`src/rtl/ahb_bridge_32to64.sv`:
```
// ahb_bridge_32to64: re-issues 32-bit AHB-Lite transfers as registered 64-bit transfers, one wait state each.
// Define AHB_BRIDGE_ALIGN_CHK_EN to also reject misaligned halfword/word transfers with an ERROR response.
module ahb_bridge_32to64 #(
   parameter int AW = 12
) (
   input  logic          HCLK,
   input  logic          HRESETn,
   input  logic          HSEL,
   input  logic          HREADY,
   input  logic [1:0]    HTRANS,
   input  logic [2:0]    HSIZE,
   input  logic          HWRITE,
   input  logic [AW-1:0] HADDR,
   input  logic [31:0]   HWDATA,
   output logic          HREADYOUT,
   output logic [1:0]    HRESP,
   output logic [31:0]   HRDATA,
   output logic          M_HSEL,
   output logic          M_HREADY,
   output logic [1:0]    M_HTRANS,
   output logic [2:0]    M_HSIZE,
   output logic          M_HWRITE,
   output logic [AW-1:0] M_HADDR,
   output logic [63:0]   M_HWDATA,
   input  logic          M_HREADYOUT,
   input  logic [1:0]    M_HRESP,
   input  logic [63:0]   M_HRDATA
);
   typedef enum logic [2:0] {IDLE, ADDR, DATA, ERR1, ERR2} state_t;
   state_t state;
   logic accept, illegal, go, rdy_q, unused_ok, hwrite_q;
   logic [1:0] resp_q;
   logic [2:0] hsize_q;
   logic [AW-1:0] haddr_q;
   assign accept = HSEL & HREADY & HTRANS[1] & HREADYOUT;
`ifdef AHB_BRIDGE_ALIGN_CHK_EN
   assign illegal = (HSIZE > 3'b010) | (HSIZE == 3'b001 & HADDR[0]) | (HSIZE == 3'b010 & |HADDR[1:0]);
`else
   assign illegal = HSIZE > 3'b010;
`endif
   assign go = accept & ~illegal;
   // the downstream data phase is passed straight through; every other state drives registered values
   assign HREADYOUT = (state == DATA) ? M_HREADYOUT : rdy_q;
   assign HRESP = (state == DATA) ? M_HRESP : resp_q;
   assign HRDATA = (state != DATA) ? '0 : haddr_q[2] ? M_HRDATA[63:32] : M_HRDATA[31:0];
   assign M_HREADY = M_HREADYOUT;
   assign M_HWDATA = {HWDATA, HWDATA};
   assign {M_HADDR, M_HSIZE, M_HWRITE} = {haddr_q, hsize_q, hwrite_q};
   assign unused_ok = HTRANS[0];
   always_ff @(posedge HCLK or negedge HRESETn) begin
      if (!HRESETn) begin
         state <= IDLE;
         rdy_q <= 1'b1;
         resp_q <= 2'b00;
         M_HSEL <= 1'b0;
         M_HTRANS <= 2'b00;
         haddr_q <= '0;
         hsize_q <= '0;
         hwrite_q <= 1'b0;
      end else begin
         if (accept) begin
            haddr_q <= HADDR;
            hsize_q <= HSIZE;
            hwrite_q <= HWRITE;
         end
         case (state)
            IDLE, ERR2, DATA: if (state != DATA || M_HREADYOUT) begin
               state <= go ? ADDR : accept ? ERR1 : IDLE;
               M_HSEL <= go;
               M_HTRANS <= go ? 2'b10 : 2'b00;
               rdy_q <= ~accept;
               resp_q <= {1'b0, accept & illegal};
            end
            ADDR: if (M_HREADYOUT) begin
               state <= DATA;
               M_HSEL <= 1'b0;
               M_HTRANS <= 2'b00;
            end
            ERR1: begin
               state <= ERR2;
               rdy_q <= 1'b1;
               resp_q <= 2'b01;
            end
            default: state <= IDLE;
         endcase
      end
   end
endmodule

```
`config.mk`:
```
export PLATFORM = sky130hd
export DESIGN_NAME = ahb_bridge_32to64
export DESIGN_NICKNAME = d
export VERILOG_FILES = /design/src/rtl/ahb_bridge_32to64.sv
export SDC_FILE = /design/constraint.sdc
export NUM_CORES = 1
export LEC_CHECK = 0
export BUFFER_PORTS_ARGS = -buffer_cell sky130_fd_sc_hd__buf_2
export CORE_AREA = 3 3 93 95
export DETAILED_ROUTE_END_ITERATION = 12
export DIE_AREA = 0 0 96 98
export PLACE_DENSITY_LB_ADDON = 0.3
export SETUP_SLACK_MARGIN = 0.4
export SLEW_MARGIN = 20
export SYNTH_ARGS = -nofsm -noshare
export SYNTH_HDL_FRONTEND = slang
export SYNTH_SLANG_ARGS = --single-unit
export TNS_END_PERCENT = 20
```
`constraint.sdc`:
```
create_clock -name HCLK -period 1.6 [get_ports HCLK]
set_input_delay 0.16 -clock HCLK [delete_from_list [all_inputs] [get_ports HCLK]]
set_output_delay 0.16 -clock HCLK [all_outputs]
set_load 0.01 [all_outputs]
```
Word level (Yosys, flattened, before mapping)
Cells that the tools add are included.
W data, S select, Z words.
{"block": "classes", "magnitude_cmp": 1, "eq_ne": 7, "mux": 20, "bitwise": 7, "n_reduce_logical": 8}
{"cell": "$mux W32", "n": 2}
{"cell": "$mux W2", "n": 7}
{"cell": "$pmux W3 S3", "n": 1}
{"cell": "$pmux W2 S2", "n": 2}
{"cell": "$eq A3 B2 Y1 const B", "n": 2}
{"cell": "$mux W3", "n": 2}
{"cell": "$and A1 B1 Y1", "n": 5}
{"cell": "$mux W1", "n": 4}
{"cell": "$ne A2 B2 Y1 const B", "n": 2}
{"cell": "$pmux W1 S2", "n": 2}
{"cell": "$reduce_and A2 Y1", "n": 2}
{"cell": "$reduce_bool A2 Y1", "n": 2}
{"cell": "$eq A3 B1 Y1 const B", "n": 1}
{"cell": "$eq A3 B3 Y1 const B", "n": 1}
{"cell": "$gt A3 B2 Y1 const B", "n": 1}
{"cell": "$logic_not A3 Y1", "n": 1}
{"cell": "$ne A3 B2 Y1 const B", "n": 1}
{"cell": "$reduce_and A3 Y1", "n": 1}
{"cell": "$reduce_or A3 Y1", "n": 1}
{"cell": "$not A1 Y1", "n": 2}
{"cell": "$logic_or A1 B1 Y1", "n": 1}
{"block": "word_totals", "ff_bits": 25, "wordCells": 51}

Longest topological paths before layout
Gate-level depths: netlist of run 1.
{"block": "depth", "word_depth": 7, "depth_mapped": 6}

Worst setup path before layout of run 1
OpenSTA, ideal clock, no wires.
{"block": "synth_timing", "path_type": "flip-flop to flip-flop", "start": "register state[0]", "end": "register haddr_q[1] (netlist: M_HADDR[1])", "setup_time_ns": 0.125, "t_arrival_ns": 1.622, "required_time_ns": 1.475, "path_slack_ns": -0.147, "stages_incl_launch_ff": 5, "path_buffers": 1, "synth_period_minus_slack_ns": 1.747, "path_cell_list": "dfrtp_1 nor3b_4 mux2i_4 buf_6 mux2_4"}
{"block": "synth_between", "elab_chain_len": 3}
{"element": "start: declaration", "line_no": "30", "source": "state_t state;"}
{"element": "start signal: assignment", "line_no": "68", "source": "state <= go ? ADDR : accept ? ERR1 : IDLE;"}
{"element": "$eq A3 B2 Y1", "line_no": "43", "source": "assign HREADYOUT = (state == DATA) ? M_HREADYOUT : rdy_q;"}
{"element": "$mux W1", "line_no": "43"}
{"element": "$and A1 B1 Y1", "line_no": "35", "source": "assign accept = HSEL & HREADY & HTRANS[1] & HREADYOUT;"}
{"element": "end signal: assignment", "line_no": "57", "source": "haddr_q <= '0;"}
{"element": "end signal: assignment", "line_no": "62", "source": "haddr_q <= HADDR;"}
{"element": "end: declaration", "line_no": "34", "source": "logic [AW-1:0] haddr_q;"}
Every way passes these cells.
A chain may end at the register's enable or synchronous reset.

Worst setup path in the final report of run 1
{"block": "layout_timing", "start": "register state[2]", "end": "register hsize_q[2] (netlist: M_HSIZE[2])"}
{"block": "layout_between", "elab_chain_len": 3}
{"element": "$eq A3 B2 Y1", "line_no": "43"}
{"element": "$mux W1", "line_no": "43"}
{"element": "$and A1 B1 Y1", "line_no": "35"}
{"element": "end signal: assignment", "line_no": "58", "source": "hsize_q <= '0;"}
{"element": "end signal: assignment", "line_no": "63", "source": "hsize_q <= HSIZE;"}
{"element": "end: declaration", "line_no": "33", "source": "logic [2:0] hsize_q;"}
Every way passes these cells.

==> out/qor.txt, run 1 <==
Skew final: 1.834 ps
Critical path, cell by cell: nor3b_4, buf_6, mux2i_4, buf_12, mux2_2
Number of max-cap violations: 0
Syn Std Cell Area: 2034 µm²
Crit-path slowest cell: dfrtp_1
Antenna violations before repair: 0
Critical path class: reg -> reg
Max stage delay on crit path: 410 ps
Final Non-Filler Cells: 405
Multiplexer area fraction after synthesis: 27.74%
Fmax: 595.4 MHz
Reg2reg start: state[2]
Register area share after synthesis: 27.12%
CTS Root Cell: clkbuf_8
RSZ-0062 raised after global routing: true
Clk network pwr share: 13.2%
Die H: 98 µm
XOR/XNOR Fraction of Synth Area: 0%
Clock Sinks: 22
Drt first pass iters: 4
Failing checks: negative setup slack
VDD IR max: 0.0006885 V
Cells after DPL: 396
Metal1 wirelength: 2.084 mm
Via density: 4.309
Row count: 32
Routed WL per cell: 13.71 µm
Reg-to-reg slack, setup: -80 ps
CP required: 1760 ps
Chip width: 96 µm
Worst Hold Class: in -> reg
Worst Reg-to-Reg Cells: 5
IO Pins: 240
DR iter-0 viols: 51
Ant. Diodes: 0
Area Overhead vs Synth: 29.40%
Worst Hold Path EP: M_HADDR[6]
Met3 WL post-DR: 656 µm
Most frequent cells in the layout: buf_2, mux2i_1, nor2_1
Routed met2 length: 2.669 mm
Top post-synthesis cells by area: dfrtp_1, buf_4, mux2i_1, nor2_1, mux2_4
Main combinational cell family by area after synthesis: buffers and inverters
Via count: 1,745
Starting Density: 26.06%
Synthesized instance count: 222
Leading area contributor after synthesis: dfrtp_1
Hold path startpoint: HADDR[6]
Routed Antenna Nets: 0
Top Metal Used: met4
Internal power: 2.488 mW
Switching portion of total power: 37.71%
Worst hold path cell count: 2
Compound-Gate Fraction of Synth Area: 4.736%
Placer Congestion: 0.7499
CTS max path bufs: 2
Nets: 425
DRC viols: 0
Leakage: 1.434 nW
Critical path fanouts, max: 18
Share of the synthesized area in the top cell type: 25.83%
Unique masters post-synth: 31
Slew Viols, Final: 0
TritonCTS buffer count: 3
Share of cells above drive strength 1: 62.05%
Largest net degree at the start of global routing: 35
Final period utilization: 105.0%
CTS clock-pin slew for the worst setup and hold paths: 80 ps
Post-synthesis register bit count: 22
Final worst slack: -79.57 ps
Crit end category: flop
H-tree levels: 1
Hold slack: 116.4 ps
Status: finished with violations
Bufs and invs on worst path: 2
Simple-gate share of the synthesized area: 12.30%
CP Launch Type: flop
Final wirelength: 5.552 mm
Final Hold Vio Count: 0
Reg-to-Reg End: M_HSIZE[2]
GRT Total Usage: 11.22%
Latest clock arrival within the worst-skew pair: 270 ps
Commonest non-fill, non-tap cell in the layout: buf_2
Crit path time final: 1680 ps
Crit-path leading delay family: multiplexers
Total grt overflow: 0
Final TNS setup: -2068 ps
Setup violators final: 50
PD cells: 1518 nW/µm²
CTS tree: built
Full die area: 9408 µm²
Global-route wire length before repair: 8.431 mm
Port bufs: 141
Number of global-route vias before repair: 1,737
Sequential power share: 24.0%
Core ar.: 7807 µm²
Gate power share: 62.9%
Worst EP arrival: 1840 ps
HPWL after DPL: 4.183 mm
Mean post-synth cell area: 9.164 µm²
Syn Nets: 343
Warnings from Yosys: 0
NetSw: 1.506 mW
Fraction of the mapped netlist area in adder cells: 0%
flip-flops by register name, summed over array words and instances, names as in the netlist:
register  flops
M_HSEL        1
resp_q        1
M_HWRITE      1
M_HSIZE       3
M_HADDR      12
state         3
rdy_q         1
layer usage:
layer / vias to the layer above / global-route usage (%)
li1: 839 / -
met1: 779 / 13.55
met2: 102 / 18.32
met3: 25 / 3.313
met4: 0 / 4.595
met5: - / 0
cell usage after synthesis:
cell and n:
clkbuf_1 7, nand3_1 4, a21oi_1 5, nand2_1 4, buf_6 2, a32oi_1 1, a211oi_1 2, o22ai_1 2
nor2b_1 2, o221ai_1 1, o22a_1 1, nor2_1 35, mux2i_1 32, mux2i_4 1, mux2_4 8, nor3b_1 1
and2_1 2, mux2_2 9, buf_1 1, nand2b_1 2, nor3b_4 1, conb_1 1, o31ai_1 1, nand4_1 2
dfstp_2 1, o21ai_0 2, buf_4 67, nand3b_1 1, inv_1 2, dfrtp_1 21, buf_2 1
timing repair:
action	in CTS	in global routing
buffers inserted	2	1
hold buffers	1	0
hold endpoints to repair	21	0
resized for setup	13	11
setup endpoints to repair	57	57
pin swaps	1	2
cloned	1	0
how the worst max path moves through the flow:
stage / to / depth (start not counted) / slack [ps] / start
detailed placement: M_HSIZE[2] / 4 / -50 / state[0]
global route: HRDATA[24] / 6 / -140 / state[2]
finish: M_HSIZE[2] / 5 / -80 / state[2]
CTS: HRDATA[5] / 6 / -70 / state[2]
global placement: M_HWRITE / 4 / 1 / state[0]
floorplan: M_HADDR[1] / 4 / -150 / state[0]
cells by family after synthesis:
family	Yosys count
AOI/OAI and AO/OA	15
buffers and inverters	80
DFF	22
muxes	50
other	1
and+or+nand+nor	54
power groups by stage:
stage                     logic [mW]  registers (mW)  clock network [mW]
after floorplan                 1.46            1.06                   0
after global placement          2.22           0.952                   0
after detailed placement        2.26           0.959                   0
after CTS                       2.47           0.956               0.544
after global routing            2.73           0.994               0.561
final                           2.51           0.957               0.526
through the flow:
step / area, µm² / total power [mW] / utilization (%) / setup slack, ps
after floorplan: 2034 / 2.524 / - / -147.5
after global placement: 2414 / 3.175 / 30.91 / 1.245
after detailed placement: 2414 / 3.219 / 30.91 / -48.53
after CTS: 2585 / 3.975 / 33.11 / -74.65
after global routing: 2633 / 4.287 / 33.72 / -140.4
final: 2633 / 3.995 / 33.72 / -79.57
area by class of cell:
| type | count | area (µm²) |
|---|---|---|
| Fill cell | 825 | 5175 |
| Tap cell | 102 | 127.6 |
| Multi-Input combinational cell | 120 | 980.9 |
| Timing Repair Buffer | 155 | 892.1 |
| Clock inverter | 1 | 30.03 |
| Inverter | 2 | 7.507 |
| Clock buffer | 3 | 41.29 |
| Sequential cell | 22 | 553.0 |
No activity file was read; power rests on OpenSTA's default activity.
==> run 2, diff against run 1 <==
--- a/config.mk
+++ b/config.mk
@@ -6,13 +6,13 @@
 export NUM_CORES = 1
 export LEC_CHECK = 0
 export BUFFER_PORTS_ARGS = -buffer_cell sky130_fd_sc_hd__buf_2
-export CORE_AREA = 3 3 93 95
+export CAP_MARGIN = 20
+export CORE_AREA = 2 2 92 94
 export DETAILED_ROUTE_END_ITERATION = 12
-export DIE_AREA = 0 0 96 98
+export DIE_AREA = 0 0 94 96
 export PLACE_DENSITY_LB_ADDON = 0.3
 export SETUP_SLACK_MARGIN = 0.4
 export SLEW_MARGIN = 20
 export SYNTH_ARGS = -nofsm -noshare
 export SYNTH_HDL_FRONTEND = slang
 export SYNTH_SLANG_ARGS = --single-unit
-export TNS_END_PERCENT = 20
==> out/qor.txt, run 2 (same netlist as run 1, synthesis figures left out) <==
DR iter-0 viols: 14 (-73%)
H-tree levels: 1 (unchanged)
Failing checks: negative setup slack
Largest net degree at the start of global routing: 23 (-34%)
CP required: 1440 ps (-320 ps)
Critical path, cell by cell: buf_6, nor2b_4, nand2b_4, clkbuf_16, nor2_4, buf_6
Gate power share: 72.1% (+9.2 points)
Final TNS setup: -4738 ps (-2670 ps)
Max reg flops: 12 (unchanged)
Routed WL per cell: 13.60 µm (-0.80%)
Worst Hold Class: in -> reg
Critical path fanouts, max: 8 (-10)
Global-route wire length before repair: 7.928 mm (-6.0%)
Max stage delay on crit path: 440 ps (+30 ps)
Final period utilization: 107.2% (+2.2 points)
Final wirelength: 5.739 mm (+3.4%)
Crit-path slowest cell: dfrtp_1
Most used cell, CP: buf_6
Drt first pass iters: 4 (unchanged)
CTS max path bufs: 2 (unchanged)
Crit end category: output pin
Slew Viols, Final: 0 (unchanged)
Fill cells: 783 (-5.1%)
Placer Congestion: 0.7610 (+1.5%)
CTS tree: built
Leakage: 1.581 nW (+10%)
HPWL after DPL: 4.049 mm (-3.2%)
Antenna violations before repair: 0 (unchanged)
Full die area: 9024 µm² (-4.1%)
Latest clock arrival within the worst-skew pair: 260 ps (about the same)
Fmax: 583.0 MHz (-2.1%)
Storage element area: 553.0 µm² (unchanged)
Via count: 1,848 (+5.9%)
GRT Total Usage: 10.87% (-0.34 points)
Switching portion of total power: 38.80% (+1.1 points)
NetSw: 1.928 mW (+28%)
Skew final: 6.274 ps (+4.440 ps)
Chip width: 94 µm (-2.1%)
Die H: 96 µm (-2.0%)
Row count: 33 (+3.1%)
VDD IR max: 0.0009887 V (+44%)
RSZ-0062 raised after global routing: true
Hold slack: 123.0 ps (+6.558 ps)
Ant. Diodes: 0 (unchanged)
Area occupied by multi-input gates: 1291 µm² (+32%)
Area Overhead vs Synth: 63.47%
Final worst slack: -115.1 ps (-35.57 ps)
Share of cells above drive strength 1: 78.23% (+16 points)
Setup violators final: 52 (+4.0%)
Final Hold Vio Count: 0 (unchanged)
Sequential power share: 19.9% (-4.1 points)
Most frequent cells in the layout: buf_2, buf_6, nor2_4
Post-Route Utilization: 41.31% (+7.6 points)
Status: finished with violations
Routed Antenna Nets: 0 (unchanged)
IO Pins: 240 (unchanged)
Number of global-route vias before repair: 1,712 (-1.4%)
TritonCTS buffer count: 3 (unchanged)
Critical path class: reg -> out
Starting Density: 25.27% (-0.79 points)
Crit path time final: 1715 ps (+35.57 ps)
Clock Sinks: 22 (unchanged)
CP Launch Type: flop
Worst EP arrival: 1560 ps (-280 ps)
Port bufs: 141 (unchanged)
Number of max-cap violations: 0 (unchanged)
Core ar.: 8051 µm² (+3.1%)
DRC viols: 0 (unchanged)
Via density: 4.379 (+1.6%)
PD cells: 1494 nW/µm² (-1.6%)
Nets: 439 (+3.3%)
Internal power: 3.040 mW (+22%)
Total grt overflow: 0 (unchanged)
CTS clock-pin slew for the worst setup and hold paths: 80 ps (about the same)
CTS Root Cell: clkbuf_8
Commonest non-fill, non-tap cell in the layout: buf_2
Clk network pwr share: 7.9% (-5.3 points)
==> run 2: worst paths after layout <==
| path | slack [ps] | from | cells past startpoint | to |
|---|---|---|---|---|
| worst min-delay path | 120 | HADDR[9] | 2 | M_HADDR[9] |
| worst max-delay path | -120 | state[2] | 6 | HRDATA[27] |
| worst min register to register | 510 | M_HADDR[3] | 1 | M_HADDR[3] |
| min in group asynchronous | 390 | HRESETn | 2 | M_HSIZE[0] |
| worst max register to register | -100 | state[0] | 5 | M_HADDR[7] |
| max in group asynchronous | 840 | HRESETn | 2 | M_HADDR[2] |
==> run 2: through the flow <==
stage | worst slack [ps] | cell area [µm²] | power (mW) | instances
6_report | -115.1 | 3326 | 4.968 | 422
5_1_grt | -198.1 | 3326 | 5.279 | 422
4_1_cts | -121.1 | 3070 | 4.623 | 411
3_5_place_dp | -11.24 | 2713 | 3.735 | 401
3_3_place_gp | -4.773 | 2713 | 3.710 | 401
2_1_floorplan | -147.5 | 2402 | 3.210 | 222
==> run 2: final cells by class <==
class | count | area share, %
flip-flops and latches | 22 | 16.63
repair buffers | 169 | 38.71
clock buffers | 4 | 1.655
well taps | 105 | 3.950
inverters | 2 | 0.2257
multi-input cells | 120 | 38.83
==> run 2: critical path, delay by kind of cell (launching register included) <==
kind / cells / cell delay [ps]
buffers and inverters: 3 / 470
DFF: 1 / 440
and+or+nand+nor: 3 / 380
==> run 2: repair_timing <==
item                       CTS  global route
hold buffers                 1             0
cloned                       1             3
setup buffers                4             8
hold endpoints to repair    21             0
resized for setup           46            29
pin swaps                   12            25
setup endpoints to repair   57            57
==> run 2: metal layers <==
layer / wire [µm] / track usage, %
met4: 0 / 1.812
met1: 2272 / 12.31
met2: 2903 / 21.13
met5: 0 / 0
met3: 563 / 2.349
==> run 2: power groups by stage <==
stage / sequential, mW / combinational, mW / clock, mW
after detailed placement: 0.960 / 2.77 / 0
final: 0.990 / 3.58 / 0.395
after global routing: 1.03 / 3.81 / 0.434
after global placement: 0.958 / 2.75 / 0
after floorplan: 1.06 / 2.15 / 0
after CTS: 0.989 / 3.23 / 0.408
==> run 3, diff against run 2 <==
--- a/config.mk
+++ b/config.mk
@@ -5,12 +5,12 @@
 export SDC_FILE = /design/constraint.sdc
 export NUM_CORES = 1
 export LEC_CHECK = 0
+export ABC_AREA = 0
 export BUFFER_PORTS_ARGS = -buffer_cell sky130_fd_sc_hd__buf_2
 export CAP_MARGIN = 20
-export CORE_AREA = 2 2 92 94
+export CORE_AREA = 2 2 93 95
 export DETAILED_ROUTE_END_ITERATION = 12
-export DIE_AREA = 0 0 94 96
-export PLACE_DENSITY_LB_ADDON = 0.3
+export DIE_AREA = 0 0 95 97
 export SETUP_SLACK_MARGIN = 0.4
 export SLEW_MARGIN = 20
 export SYNTH_ARGS = -nofsm -noshare
==> constraint.sdc (replaced) <==
create_clock -name HCLK -period 2.2 [get_ports HCLK]
set_input_delay 0.22 -clock HCLK [delete_from_list [all_inputs] [get_ports HCLK]]
set_output_delay 0.22 -clock HCLK [all_outputs]
set_load 0.01 [all_outputs]
==> out/qor.txt, run 3 (same netlist as run 1, synthesis figures left out) <==
Status: completed
Die H: 97 µm (+1.0%)
Final Hold Vio Count: 0 (unchanged)
CTS clock-pin slew for the worst setup and hold paths: 80 ps (about the same)
PD cells: 1055 nW/µm² (-29%)
Design Power: 2.674 mW (-46%)
Most frequent cells in the layout: buf_2, nor2_1, mux2i_1
Reg-to-reg slack, setup: 470 ps (+570 ps)
TritonCTS buffer count: 3 (unchanged)
Area Overhead vs Synth: 24.66%
Routed Antenna Nets: 0 (unchanged)
Setup violators final: 0 (-100%)
Number of max-cap violations: 0 (unchanged)
Placer Congestion: 0.7271 (-4.5%)
Max reg flops: 12 (unchanged)
Core ar.: 8134 µm² (+1.0%)
CTS max path bufs: 2 (unchanged)
HPWL after DPL: 4.234 mm (+4.6%)
Share of cells above drive strength 1: 60.67% (-18 points)
Via density: 4.311 (-1.6%)
Fmax: 579.6 MHz
Reg2reg start: state[2]
Ant. Diodes: 0 (unchanged)
Reg-to-Reg End: M_HADDR[10]
Worst EP arrival: 1870 ps (+310 ps)
RSZ-0062 raised after global routing: true
Total grt overflow: 0 (unchanged)
NetSw: 1.046 mW (-46%)
Clock Sinks: 22 (unchanged)
Leakage: 1.378 nW (-13%)
Routed WL per cell: 13.36 µm (-1.7%)
Final period utilization: 78.43%
CP required: 2350 ps (+910 ps)
Commonest non-fill, non-tap cell in the layout: buf_2
CTS tree: built
Latest clock arrival within the worst-skew pair: 260 ps (about the same)
Drt first pass iters: 4 (unchanged)
Number of global-route vias before repair: 1,702 (-0.58%)
Critical path class: reg -> reg
H-tree levels: 1 (unchanged)
Sequential power share: 27.6% (+7.7 points)
Worst Hold Class: in -> reg
Crit path to: M_HADDR[10]
Port bufs: 141 (unchanged)
DR iter-0 viols: 58 (+44)
Global-route wire length before repair: 7.928 mm (unchanged)
Starting Density: 25.01% (-0.26 points)
Final wirelength: 5.412 mm (-5.7%)
Nets: 422 (-3.9%)
CP Launch Type: flop
Skew final: 1.536 ps (-4.738 ps)
Critical path fanouts, max: 18 (+10)
Via count: 1,746 (-5.5%)
GRT Total Usage: 10.70% (-0.17 points)
Full die area: 9215 µm² (+2.1%)
IO Pins: 240 (unchanged)
Chip width: 95 µm (+1.1%)
Final TNS setup: 0 ps (+4738 ps)
Crit end category: flop
Antenna violations before repair: 0 (unchanged)
CTS Root Cell: clkbuf_8
Row count: 33 (unchanged)
Worst Reg-to-Reg Cells: 5 (unchanged)
Internal power: 1.628 mW (-46%)
Crit path time final: 1725 ps
Switching portion of total power: 39.13% (+0.33 points)
Critical path startpoint: state[2]
Clk network pwr share: 10.6% (+2.7 points)
DRC viols: 0 (unchanged)
VDD IR max: 0.0003674 V (-63%)
Post-Route Utilization: 31.18% (-10 points)
Largest net degree at the start of global routing: 32 (+39%)
Slew Viols, Final: 0 (unchanged)
Gate power share: 61.8% (-10 points)
[run 3: metal layers]
layer  track usage, %  wire [µm]
met5                0          0
met1            12.78       2110
met4            4.794        153
met3            2.804        519
met2            17.73       2629
[run 3: critical path: stages (launching register included)]
cell,delay (ps)
dfrtp_2,460
nor3b_4,220
buf_4,160
mux2i_4,230
buf_12,190
mux2_2,350
[run 3: final cells by class]
class | instances | area, µm²
multi-input cells | 120 | 937.1
inverters | 2 | 7.507
flip-flops and latches | 22 | 555.5
clock buffers | 4 | 55.05
fillers | 873 | 5598
well taps | 105 | 131.4
repair buffers | 152 | 849.6
[run 3: power groups by stage]
stage / clock [mW] / sequential (mW) / combinational (mW)
after floorplan: 0 / 0.772 / 1.06
after global placement: 0 / 0.744 / 1.52
after detailed placement: 0 / 0.748 / 1.55
after CTS: 0.298 / 0.746 / 1.59
after global routing: 0.319 / 0.772 / 1.79
final: 0.283 / 0.738 / 1.65
[run 3: what timing repair did]
item,in CTS,in global routing
pin swaps,1,0
gates cloned,0,1
hold endpoints to repair,21,0
setup buffers,3,2
gates resized for setup,3,6
endpoints found under the setup margin,41,49
hold buffers,1,0
[run 3: how the worst min path moves through the flow]
| stage | start | cells past startpoint | endpoint | slack (ps) |
|---|---|---|---|---|
| 3_3_place_gp | HRESETn | 1 | M_HADDR[9] | 220 |
| 3_5_place_dp | HRESETn | 1 | M_HWRITE | 220 |
| 5_1_grt | HWRITE | 2 | M_HWRITE | 170 |
| 2_1_floorplan | HRESETn | 0 | M_HADDR[0] | -80 |
| 4_1_cts | HADDR[8] | 2 | M_HADDR[8] | 180 |
| 6_report | HADDR[8] | 2 | M_HADDR[8] | 190 |
[run 3: per-stage QoR]
stage	worst slack (ps)	area, µm²	cells	hold slack, ps
finish	474.6	2536	405	188.0
global route	386.6	2536	405	170.5
CTS	379.1	2474	402	177.5
detailed placement	380.3	2380	394	216.3
global placement	381.1	2380	394	218.5
floorplan	452.5	2034	222	-75.59
